<file path="src/rtl/uart_rx_core_pkg.sv">
// Shared definitions for the UART receive path.
// Holds the receiver state encoding, the frame data width and the default
// bit period used by uart_rx_core and uart_rx_fifo.
package uart_rx_core_pkg;

    typedef enum logic [2:0] {
        IDLE  = 3'd0,
        START = 3'd1,
        DATA  = 3'd2,
        STOP  = 3'd3,
        BREAK = 3'd4
    } state_t;

    localparam int UART_DATA_BITS   = 8;
    localparam int DEFAULT_BAUD_DIV = 16;

endpackage

</file>
<file path="src/rtl/uart_rx_fifo.sv">
// Synchronous show-ahead receive FIFO.
// Ports:
//   clk, reset (sync, active-low)
//   push, push_data : write strobe and byte
//   pop             : read strobe, ignored while empty
//   head            : oldest entry, 0 when empty
//   count           : occupancy 0..FIFO_DEPTH
//   full, empty     : occupancy status
module uart_rx_fifo
    import uart_rx_core_pkg::*;
#(
    parameter int FIFO_DEPTH = 4,
    parameter int ADDR_WIDTH = 2
) (
    input  logic                      clk,
    input  logic                      reset,
    input  logic                      push,
    input  logic [UART_DATA_BITS-1:0] push_data,
    input  logic                      pop,
    output logic [UART_DATA_BITS-1:0] head,
    output logic [ADDR_WIDTH:0]       count,
    output logic                      full,
    output logic                      empty
);

    logic [UART_DATA_BITS-1:0] mem [FIFO_DEPTH];
    logic [ADDR_WIDTH-1:0]     wr_ptr;
    logic [ADDR_WIDTH-1:0]     rd_ptr;
    logic                      do_push;
    logic                      do_pop;

    assign empty   = (count == '0);
    assign full    = (count == (ADDR_WIDTH+1)'(FIFO_DEPTH));
    assign do_pop  = pop && !empty;
    // A pop in the same cycle frees a slot, so a full FIFO still accepts.
    assign do_push = push && (!full || do_pop);
    assign head    = empty ? '0 : mem[rd_ptr];

    always_ff @(posedge clk) begin
        if (do_push) begin
            mem[wr_ptr] <= push_data;
        end
    end

    always_ff @(posedge clk) begin
        if (!reset) begin
            wr_ptr <= '0;
            rd_ptr <= '0;
            count  <= '0;
        end else begin
            if (do_push) wr_ptr <= wr_ptr + ADDR_WIDTH'(1);
            if (do_pop)  rd_ptr <= rd_ptr + ADDR_WIDTH'(1);
            if (do_push && !do_pop) begin
                count <= count + (ADDR_WIDTH+1)'(1);
            end else if (do_pop && !do_push) begin
                count <= count - (ADDR_WIDTH+1)'(1);
            end
        end
    end

endmodule

</file>
<file path="src/rtl/uart_rx_core.sv">
// UART 8N1 receive engine.
// Synchronises rxd, times each bit from the start-bit falling edge, samples
// mid-bit, and pushes completed bytes into a show-ahead FIFO.
// Ports:
//   clk, reset (sync, active-low)
//   rxd       : asynchronous serial input, idles high
//   rd_en     : pop strobe from an SBUF read
//   int_clr   : clears rx_int
//   err_clr   : clears frame_err and overrun
//   rd_data   : FIFO head, 0 when empty
//   rx_int    : sticky byte-received flag
//   frame_err : sticky stop-bit-low flag
//   overrun   : sticky byte-dropped flag
//   count     : FIFO occupancy
//   busy      : receiver not idle
module uart_rx_core
    import uart_rx_core_pkg::*;
#(
    parameter int BAUD_DIV   = DEFAULT_BAUD_DIV,
    parameter int CNT_WIDTH  = 16,
    parameter int FIFO_DEPTH = 4,
    parameter int ADDR_WIDTH = 2
) (
    input  logic                      clk,
    input  logic                      reset,
    input  logic                      rxd,
    input  logic                      rd_en,
    input  logic                      int_clr,
    input  logic                      err_clr,
    output logic [UART_DATA_BITS-1:0] rd_data,
    output logic                      rx_int,
    output logic                      frame_err,
    output logic                      overrun,
    output logic [ADDR_WIDTH:0]       count,
    output logic                      busy
);

    localparam logic [CNT_WIDTH-1:0] BIT_LOAD  = CNT_WIDTH'(BAUD_DIV - 1);
    localparam logic [CNT_WIDTH-1:0] HALF_LOAD = CNT_WIDTH'(BAUD_DIV / 2 - 1);
    localparam logic [2:0]           LAST_BIT  = 3'(UART_DATA_BITS - 1);

    state_t                    state;
    logic                      rxd_meta;
    logic                      rxd_s;
    logic [CNT_WIDTH-1:0]      cnt;
    logic [2:0]                bit_idx;
    logic [UART_DATA_BITS-1:0] shift;

    logic stop_tick;
    logic stop_ok;
    logic fifo_take;
    logic fifo_full;
    logic fifo_empty;

    // Two-flop synchroniser; reset to the idle (high) line level.
    always_ff @(posedge clk) begin
        if (!reset) begin
            rxd_meta <= 1'b1;
            rxd_s    <= 1'b1;
        end else begin
            rxd_meta <= rxd;
            rxd_s    <= rxd_meta;
        end
    end

    assign stop_tick = (state == STOP) && (cnt == '0);
    assign stop_ok   = stop_tick && rxd_s;
    // Mirrors the FIFO's accept rule so overrun and rx_int agree with it.
    assign fifo_take = !fifo_full || (rd_en && !fifo_empty);
    assign busy      = (state != IDLE);

    always_ff @(posedge clk) begin
        if (!reset) begin
            state     <= IDLE;
            cnt       <= '0;
            bit_idx   <= '0;
            rx_int    <= 1'b0;
            frame_err <= 1'b0;
            overrun   <= 1'b0;
        end else begin
            case (state)
                IDLE: begin
                    if (!rxd_s) begin
                        cnt   <= HALF_LOAD;
                        state <= START;
                    end
                end
                START: begin
                    if (cnt != '0) begin
                        cnt <= cnt - CNT_WIDTH'(1);
                    end else if (rxd_s) begin
                        state <= IDLE;
                    end else begin
                        cnt     <= BIT_LOAD;
                        bit_idx <= '0;
                        state   <= DATA;
                    end
                end
                DATA: begin
                    if (cnt != '0) begin
                        cnt <= cnt - CNT_WIDTH'(1);
                    end else begin
                        cnt <= BIT_LOAD;
                        if (bit_idx == LAST_BIT) begin
                            state <= STOP;
                        end else begin
                            bit_idx <= bit_idx + 3'd1;
                        end
                    end
                end
                STOP: begin
                    if (cnt != '0) begin
                        cnt <= cnt - CNT_WIDTH'(1);
                    end else if (rxd_s) begin
                        state <= IDLE;
                    end else begin
                        state <= BREAK;
                    end
                end
                BREAK: begin
                    if (rxd_s) state <= IDLE;
                end
                default: state <= IDLE;
            endcase

            // Sticky flags: a set in the same cycle as a clear wins.
            if (stop_ok && fifo_take) rx_int <= 1'b1;
            else if (int_clr)         rx_int <= 1'b0;

            if (stop_tick && !rxd_s) frame_err <= 1'b1;
            else if (err_clr)        frame_err <= 1'b0;

            if (stop_ok && !fifo_take) overrun <= 1'b1;
            else if (err_clr)          overrun <= 1'b0;
        end
    end

    // Shift register holds data only, so it is not reset.
    always_ff @(posedge clk) begin
        if (state == DATA && cnt == '0) begin
            shift[bit_idx] <= rxd_s;
        end
    end

    uart_rx_fifo #(
        .FIFO_DEPTH (FIFO_DEPTH),
        .ADDR_WIDTH (ADDR_WIDTH)
    ) u_fifo (
        .clk       (clk),
        .reset     (reset),
        .push      (stop_ok),
        .push_data (shift),
        .pop       (rd_en),
        .head      (rd_data),
        .count     (count),
        .full      (fifo_full),
        .empty     (fifo_empty)
    );

endmodule
</file>
<file path="config.mk">
export PLATFORM = sky130hd
export DESIGN_NAME = uart_rx_core
export DESIGN_NICKNAME = d
export VERILOG_FILES = /design/src/rtl/uart_rx_core_pkg.sv /design/src/rtl/uart_rx_fifo.sv /design/src/rtl/uart_rx_core.sv
export SDC_FILE = /design/constraint.sdc
export NUM_CORES = 1
export LEC_CHECK = 0
export CELL_PAD_IN_SITES_DETAIL_PLACEMENT = 0
export CELL_PAD_IN_SITES_GLOBAL_PLACEMENT = 1
export CORE_MARGIN = 2
export CORE_UTILIZATION = 50
export DETAILED_ROUTE_END_ITERATION = 16
export HOLD_SLACK_MARGIN = 0.02
export PLACE_DENSITY_LB_ADDON = 0.1
export REMOVE_ABC_BUFFERS = 1
export SLEW_MARGIN = 40
export SYNTH_ARGS = -nofsm -noshare
export SYNTH_HDL_FRONTEND = slang
export SYNTH_SLANG_ARGS = --single-unit
</file>
<file path="constraint.sdc">
create_clock -name clk -period 7.7 [get_ports clk]
set_input_delay 1.54 -clock clk [delete_from_list [all_inputs] [get_ports clk]]
set_output_delay 1.54 -clock clk [all_outputs]
set_load 0.02 [all_outputs]
</file>
==> results of run 1 <==
## registers in the layout, summed over array words and instances, names as in the netlist, 2 cells and up, named ones only
signal         count
cnt               16
u_fifo.count       3
u_fifo.mem        32
u_fifo.rd_ptr      2
u_fifo.wr_ptr      2
bit_idx            3
shift              8
state              3
## cell type report
| cell class | instances | area (sq um) | share of cell area |
|---|---|---|---|
| Sequential cell | 76 | 1920 | 0.503 |
| Multi-Input combinational cell | 178 | 1380 | 0.360 |
| Clock inverter | 7 | 55.1 | 0.0144 |
| Tap cell | 80 | 100 | 0.0262 |
| Inverter | 12 | 45.0 | 0.0118 |
| Timing Repair Buffer | 20 | 200 | 0.0524 |
| Clock buffer | 9 | 124 | 0.0324 |
## cells in the final DEF (no fill, tap or decap), types with 3 or more instances in the layout
cell             Yosys  final
edfxtp_1            40     40
dfxtp_1             36     36
nor2_1              28     28
clkdlybuf4s50_1      0     20
and2_1              13     13
a21oi_1             12     12
inv_1               11     11
xor2_1               9      9
ha_1                 9      9
clkbuf_8             0      9
nand2b_1             8      8
or3_1                8      8
mux4_2               8      8
nand2_1              7      7
nand3_1              7      7
nor3_1               6      6
o21ai_0              6      6
inv_6                0      4
or4_4                3      3
nand4_1              3      3
or2_2                3      3
mux2i_1              3      3
o211ai_1             3      3
nor4_1               3      3
## per-stage QoR
stage                     area [sq um]  hold WS (ns)  worst slack, ns
after global placement            3640         0.391             3.82
final                             3820         0.419             3.85
after global routing              3820         0.431             3.72
after detailed placement          3640         0.400             3.72
after floorplan                   3340         0.386             4.41
after CTS                         3820         0.424             3.79
## cells by family after synthesis
group / count (synthesis) / share of synthesized area
AOI/OAI and AO/OA: 43 / 0.0942
adders and majority gates: 10 / 0.0389
DFF: 76 / 0.563
muxes: 12 / 0.0649
xor gates and xnor gates: 11 / 0.0282
buffers and inverters: 26 / 0.0352
and+or+nand+nor: 102 / 0.176
## layer usage
metal  up-vias  part of all wire  global-route usage
li1       1063                 -                   -
met1       998              0.48               0.233
met2        28              0.47               0.286
met3        11             0.024              0.0343
met4         0             0.022              0.0881
met5         -                 0                   0
## final timing paths
kind	startpoint	endpoint	cells past startpoint
max reg2reg	cnt[0]	u_fifo.count[2]	11
min reg2reg	rxd_meta	rxd_s	1
min	rxd_meta	rxd_s	1
max	register	rd_data[6]	3
## power by group
group | total [W] | leakage (nW) | switching, W | internal (W)
sequential | 0.000479 | 0.650 | 0.0000340 | 0.000445
clock | 0.000278 | 0.0832 | 0.000158 | 0.000120
combinational | 0.000302 | 0.567 | 0.000155 | 0.000147
total | 0.00106 | 1.30 | 0.000347 | 0.000712
==> impl_metrics.toml, run 1 <==
[timing]
rsz0062_at_grt = "false"
min_period_over_period = 0.500
worstMarginPinSlew_ns = 0.796
setup_viol = 0
slew_violations = 0
slew_headroom = 0.465
max_freq_mhz = 260
setup_tns_ns = 0
hold_viol = 0
clock_skew_ns = 0.00951
period_needed_ns = 3.85

[floorplan]
coreArea_sq_mm = 0.00668
die_area_sq_mm = 0.00750
num_rows = 30
ios = 21
fp.dieW_um = 86.6
die_y_um = 86.6
initial_utilization = 0.511

[global_routing]
grt_pass1_wl_mm = 10.2
grt_overflow_total = 0
antenna_found_initial = 0
grt_usage = 0.179
grt_pass1_vias = 2096
grt_max_degree = 19

[clocking]
postCtsSetupBuffers = 0
clock-sinks = 76
cts_tree = "yes"
cts.repair.resized = 0
cts_made_buffers = 9
clock_latency_ns = 0.36
cts_root_buffer = "clkbuf_8"
clkTransAtPathRegs_ns = 0.08
ctsHoldBuffers = 0
h-tree-depth = 3
cts_buffer_depth = 2

[layout]
fin_util = 0.572
final_cells = 382
fin_nets = 313
nFillCells = 582
layout-drive-gt1-share = 0.146
n_antenna_cell = 0
syn_to_final_growth_pct = 12.0

[synth]
synth_top_cells_by_count = "40 x edfxtp_1, 36 x dfxtp_1, 28 x nor2_1"
ys_types = 57
synthFlopType = "edfxtp_1"
synth_seq_cells = 76
ys_top_cells_by_area = "edfxtp_1 35%, dfxtp_1 21%, mux4_2 5.3%"
yosysSeqAreaShare = 0.563
synthArstFlopShare = 0
synthesis.area_sq_mm = 0.00341
yosys_warnings = 0
syn_area_per_cell_sq_um = 12.2
yosysTopAreaCell = "edfxtp_1"
synthMostInstantiatedCell = "edfxtp_1"
syn_inst = 280
synth_edf_count = 40
synth_top_area_frac = 0.352

[job]
drv_cap = 0

[place]
dp_hpwl_mm = 4.04
dpl.cell_count = 366
io_buffers = 20
place_congestion = 0.751

[run_status]
status = "finished, final reports clean"

[worst_hold_path]
hold_class = "reg2reg"

[worst_setup_path]
r2r_setup_slack_ns = 3.98
cp_num_buf_inv = 1
critical_path.cell_chain = "mux4_2 -> and2_1 -> clkdlybuf4s50_1"
cp-start-kind = "register"
endpoint_kind = "primary output"
cpPeakStageDelay_ns = 0.67
cp.required_ns = 6.16
crit_fanout = 8
crit_arrival_ns = 2.31
path_delay_family = "flip-flops"
cpMaxStageDelayCell = "dfxtp_1"
worstSetupPathType = "reg2out"

[pwr]
power_w = 0.00106
p_leak_nw = 1.30
ir_worst_vdd_v = 0.000128
powerDensity_mw_per_mm2 = 277

[route]
ant_nets = 0
vias = 2100
drt_iter0_markers = 84
drc_errors = 0
avgRoutedWirePerCell_um = 15.7
viasPerCell = 5.50
wl_mm = 5.98
firstDrtPassIters = 4
Power figures use the tool's default switching activity.
==> run 2, diff against run 1 <==
--- a/config.mk
+++ b/config.mk
@@ -8,7 +8,7 @@
 export CELL_PAD_IN_SITES_DETAIL_PLACEMENT = 0
 export CELL_PAD_IN_SITES_GLOBAL_PLACEMENT = 1
 export CORE_MARGIN = 2
-export CORE_UTILIZATION = 50
+export CORE_UTILIZATION = 43
 export DETAILED_ROUTE_END_ITERATION = 16
 export HOLD_SLACK_MARGIN = 0.02
 export PLACE_DENSITY_LB_ADDON = 0.1
==> constraint.sdc (replaced) <==
create_clock -name clk -period 3.2 [get_ports clk]
set_input_delay 0.64 -clock clk [delete_from_list [all_inputs] [get_ports clk]]
set_output_delay 0.64 -clock clk [all_outputs]
set_load 0.02 [all_outputs]
==> run 2 against run 1 <==
- first-iteration DRC count is 13% lower
- die area is 16% higher
- final area is 1.7% higher
- core utilization is 6.9 points lower
- non-clock buffer count is 7 higher
- setup slack worse by 3.6 ns
- combinational power is 140% higher
- clock power is 130% higher
==> impl_metrics.toml, run 2 (synthesis gave the netlist of run 1 again) <==
[worst_setup_path]
cpMaxStageDelayCell = "or4b_2"
cpPeakStageDelay_ns = 0.62
r2r_setup_slack_ns = 0.25
r2r_end = "u_fifo.count[2]"
critical_path.cell_chain = "inv_1 -> ha_1 -> or4b_2 -> nor4_4 -> and4b_1 -> ha_1 -> inv_1 -> fa_1 -> xor2_1 -> or3_1 -> a21oi_1"
cp.required_ns = 3.49
reg2reg_from = "cnt[0]"
crit_fanout = 5
worstRegToRegCells = 11
cp.depth = 11
path_delay_family = "simple AND/OR/NAND/NOR gates"
cp_num_buf_inv = 2
worstSetupStartpoint = "cnt[0]"
crit_end = "u_fifo.count[2]"
worstSetupPathType = "reg2reg"
crit_arrival_ns = 3.23
endpoint_kind = "register"
cp-start-kind = "register"

[clocking]
cts_tree = "yes"
postCtsSetupBuffers = 0
ctsHoldBuffers = 0
clock-sinks = 76
cts_made_buffers = 9
clock_latency_ns = 0.35
cts_buffer_depth = 2
h-tree-depth = 3
clkTransAtPathRegs_ns = 0.09
cts_root_buffer = "clkbuf_8"
cts.repair.resized = 0

[layout]
biggestRegsByFlops = "u_fifo.mem (32), cnt (16), shift (8)"
n_antenna_cell = 0
syn_to_final_growth_pct = 13.9
multiInputGateArea_sq_mm = 0.00137
nFillCells = 706
fin_nets = 320
final_common_cell = "edfxtp_1"
regMostFlops = "u_fifo.mem"
largest_reg_flops = 32
layout-drive-gt1-share = 0.152
seqCellArea_sq_mm = 0.00192
mostFrequentLayoutCells = "40 x edfxtp_1, 36 x dfxtp_1, 28 x nor2_1"
fin_area_sq_mm = 0.00389

[timing]
hold_viol = 0
clock_skew_ns = 0.0113
worstMarginPinSlew_ns = 0.627
setup_viol = 0
slew_headroom = 0.582
period_needed_ns = 2.95
max_freq_mhz = 339
slew_violations = 0
timing.final.ws_setup_ns = 0.253
min_period_over_period = 0.921
rsz0062_at_grt = "false"

[route]
drt_iter0_markers = 73
viasPerCell = 5.24
wl_mm = 6.11
drc_errors = 0
avgRoutedWirePerCell_um = 14.9
vias = 2152
ant_nets = 0
firstDrtPassIters = 4

[floorplan]
fp.dieW_um = 93.1
coreArea_sq_mm = 0.00773
die_area_sq_mm = 0.00867
ios = 21
initial_utilization = 0.442
die_y_um = 93.1
num_rows = 32

[place]
dpl_worst_slack_ns = 0.258
place_congestion = 0.769
io_buffers = 20
dpl_cell_area_sq_mm = 0.00372
dp_hpwl_mm = 4.18

[global_routing]
grt_pass1_wl_mm = 10.5
antenna_found_initial = 0
grt_pass1_vias = 2151
grt_overflow_total = 0
grt_usage = 0.158
grt_max_degree = 18

[pwr]
p_int_w = 0.00172
p_seq_frac = 0.455
ir_worst_vdd_v = 0.000242
p_sw_w = 0.000811
switching_share = 0.320
combPwrFrac = 0.289
power_w = 0.00253
powerDensity_mw_per_mm2 = 651
p_leak_nw = 1.33
p_clk_frac = 0.256

[job]
drv_cap = 0

[worst_hold_path]
hold_class = "reg2reg"

[run_status]
status = "finished, final reports clean"
[run 2: power groups by stage]
stage,Clock (W),Combinational (W),Sequential (W)
floorplan,0,0.000475,0.00118
global placement,0,0.000736,0.00118
detailed placement,0,0.000741,0.00118
CTS,0.000667,0.000743,0.00115
global route,0.000702,0.000809,0.00117
finish,0.000648,0.000731,0.00115
[run 2: through the flow]
step                TNS [ns]  instances   util  hold slack [ns]
CTS                        0        411  0.503            0.411
global placement           0        395  0.481            0.389
global route               0        411  0.503            0.432
finish                     0        411  0.503            0.413
floorplan            -0.0882        266      -            0.386
detailed placement         0        395  0.481            0.392
[run 2: worst min-delay path by stage]
stage / start / to / slack (ns) / depth (start not counted)
6_report: rxd_meta / rxd_s / 0.41 / 1
5_1_grt: rxd_meta / rxd_s / 0.43 / 1
4_1_cts: rxd_meta / rxd_s / 0.41 / 1
3_5_place_dp: rxd_meta / rxd_s / 0.39 / 1
3_3_place_gp: rxd_meta / rxd_s / 0.39 / 1
2_1_floorplan: rxd_meta / rxd_s / 0.39 / 1
[run 2: per-layer routing]
| layer | vias to the layer above | wire length (um) | track usage |
|---|---|---|---|
| met5 | - | 0 | 0 |
| met4 | 0 | 102 | 0.0772 |
| met3 | 9 | 191 | 0.0306 |
| met2 | 35 | 2920 | 0.263 |
| met1 | 1028 | 2900 | 0.199 |
| li1 | 1080 | - | - |
[run 2: layout make-up]
class,instances,share of cell area
sequential,76,0.495
clock buffer,11,0.0338
tap,102,0.0328
multi-input combinational,178,0.353
timing repair buffer,27,0.0650
inverter,12,0.0116
clock inverter,5,0.00934
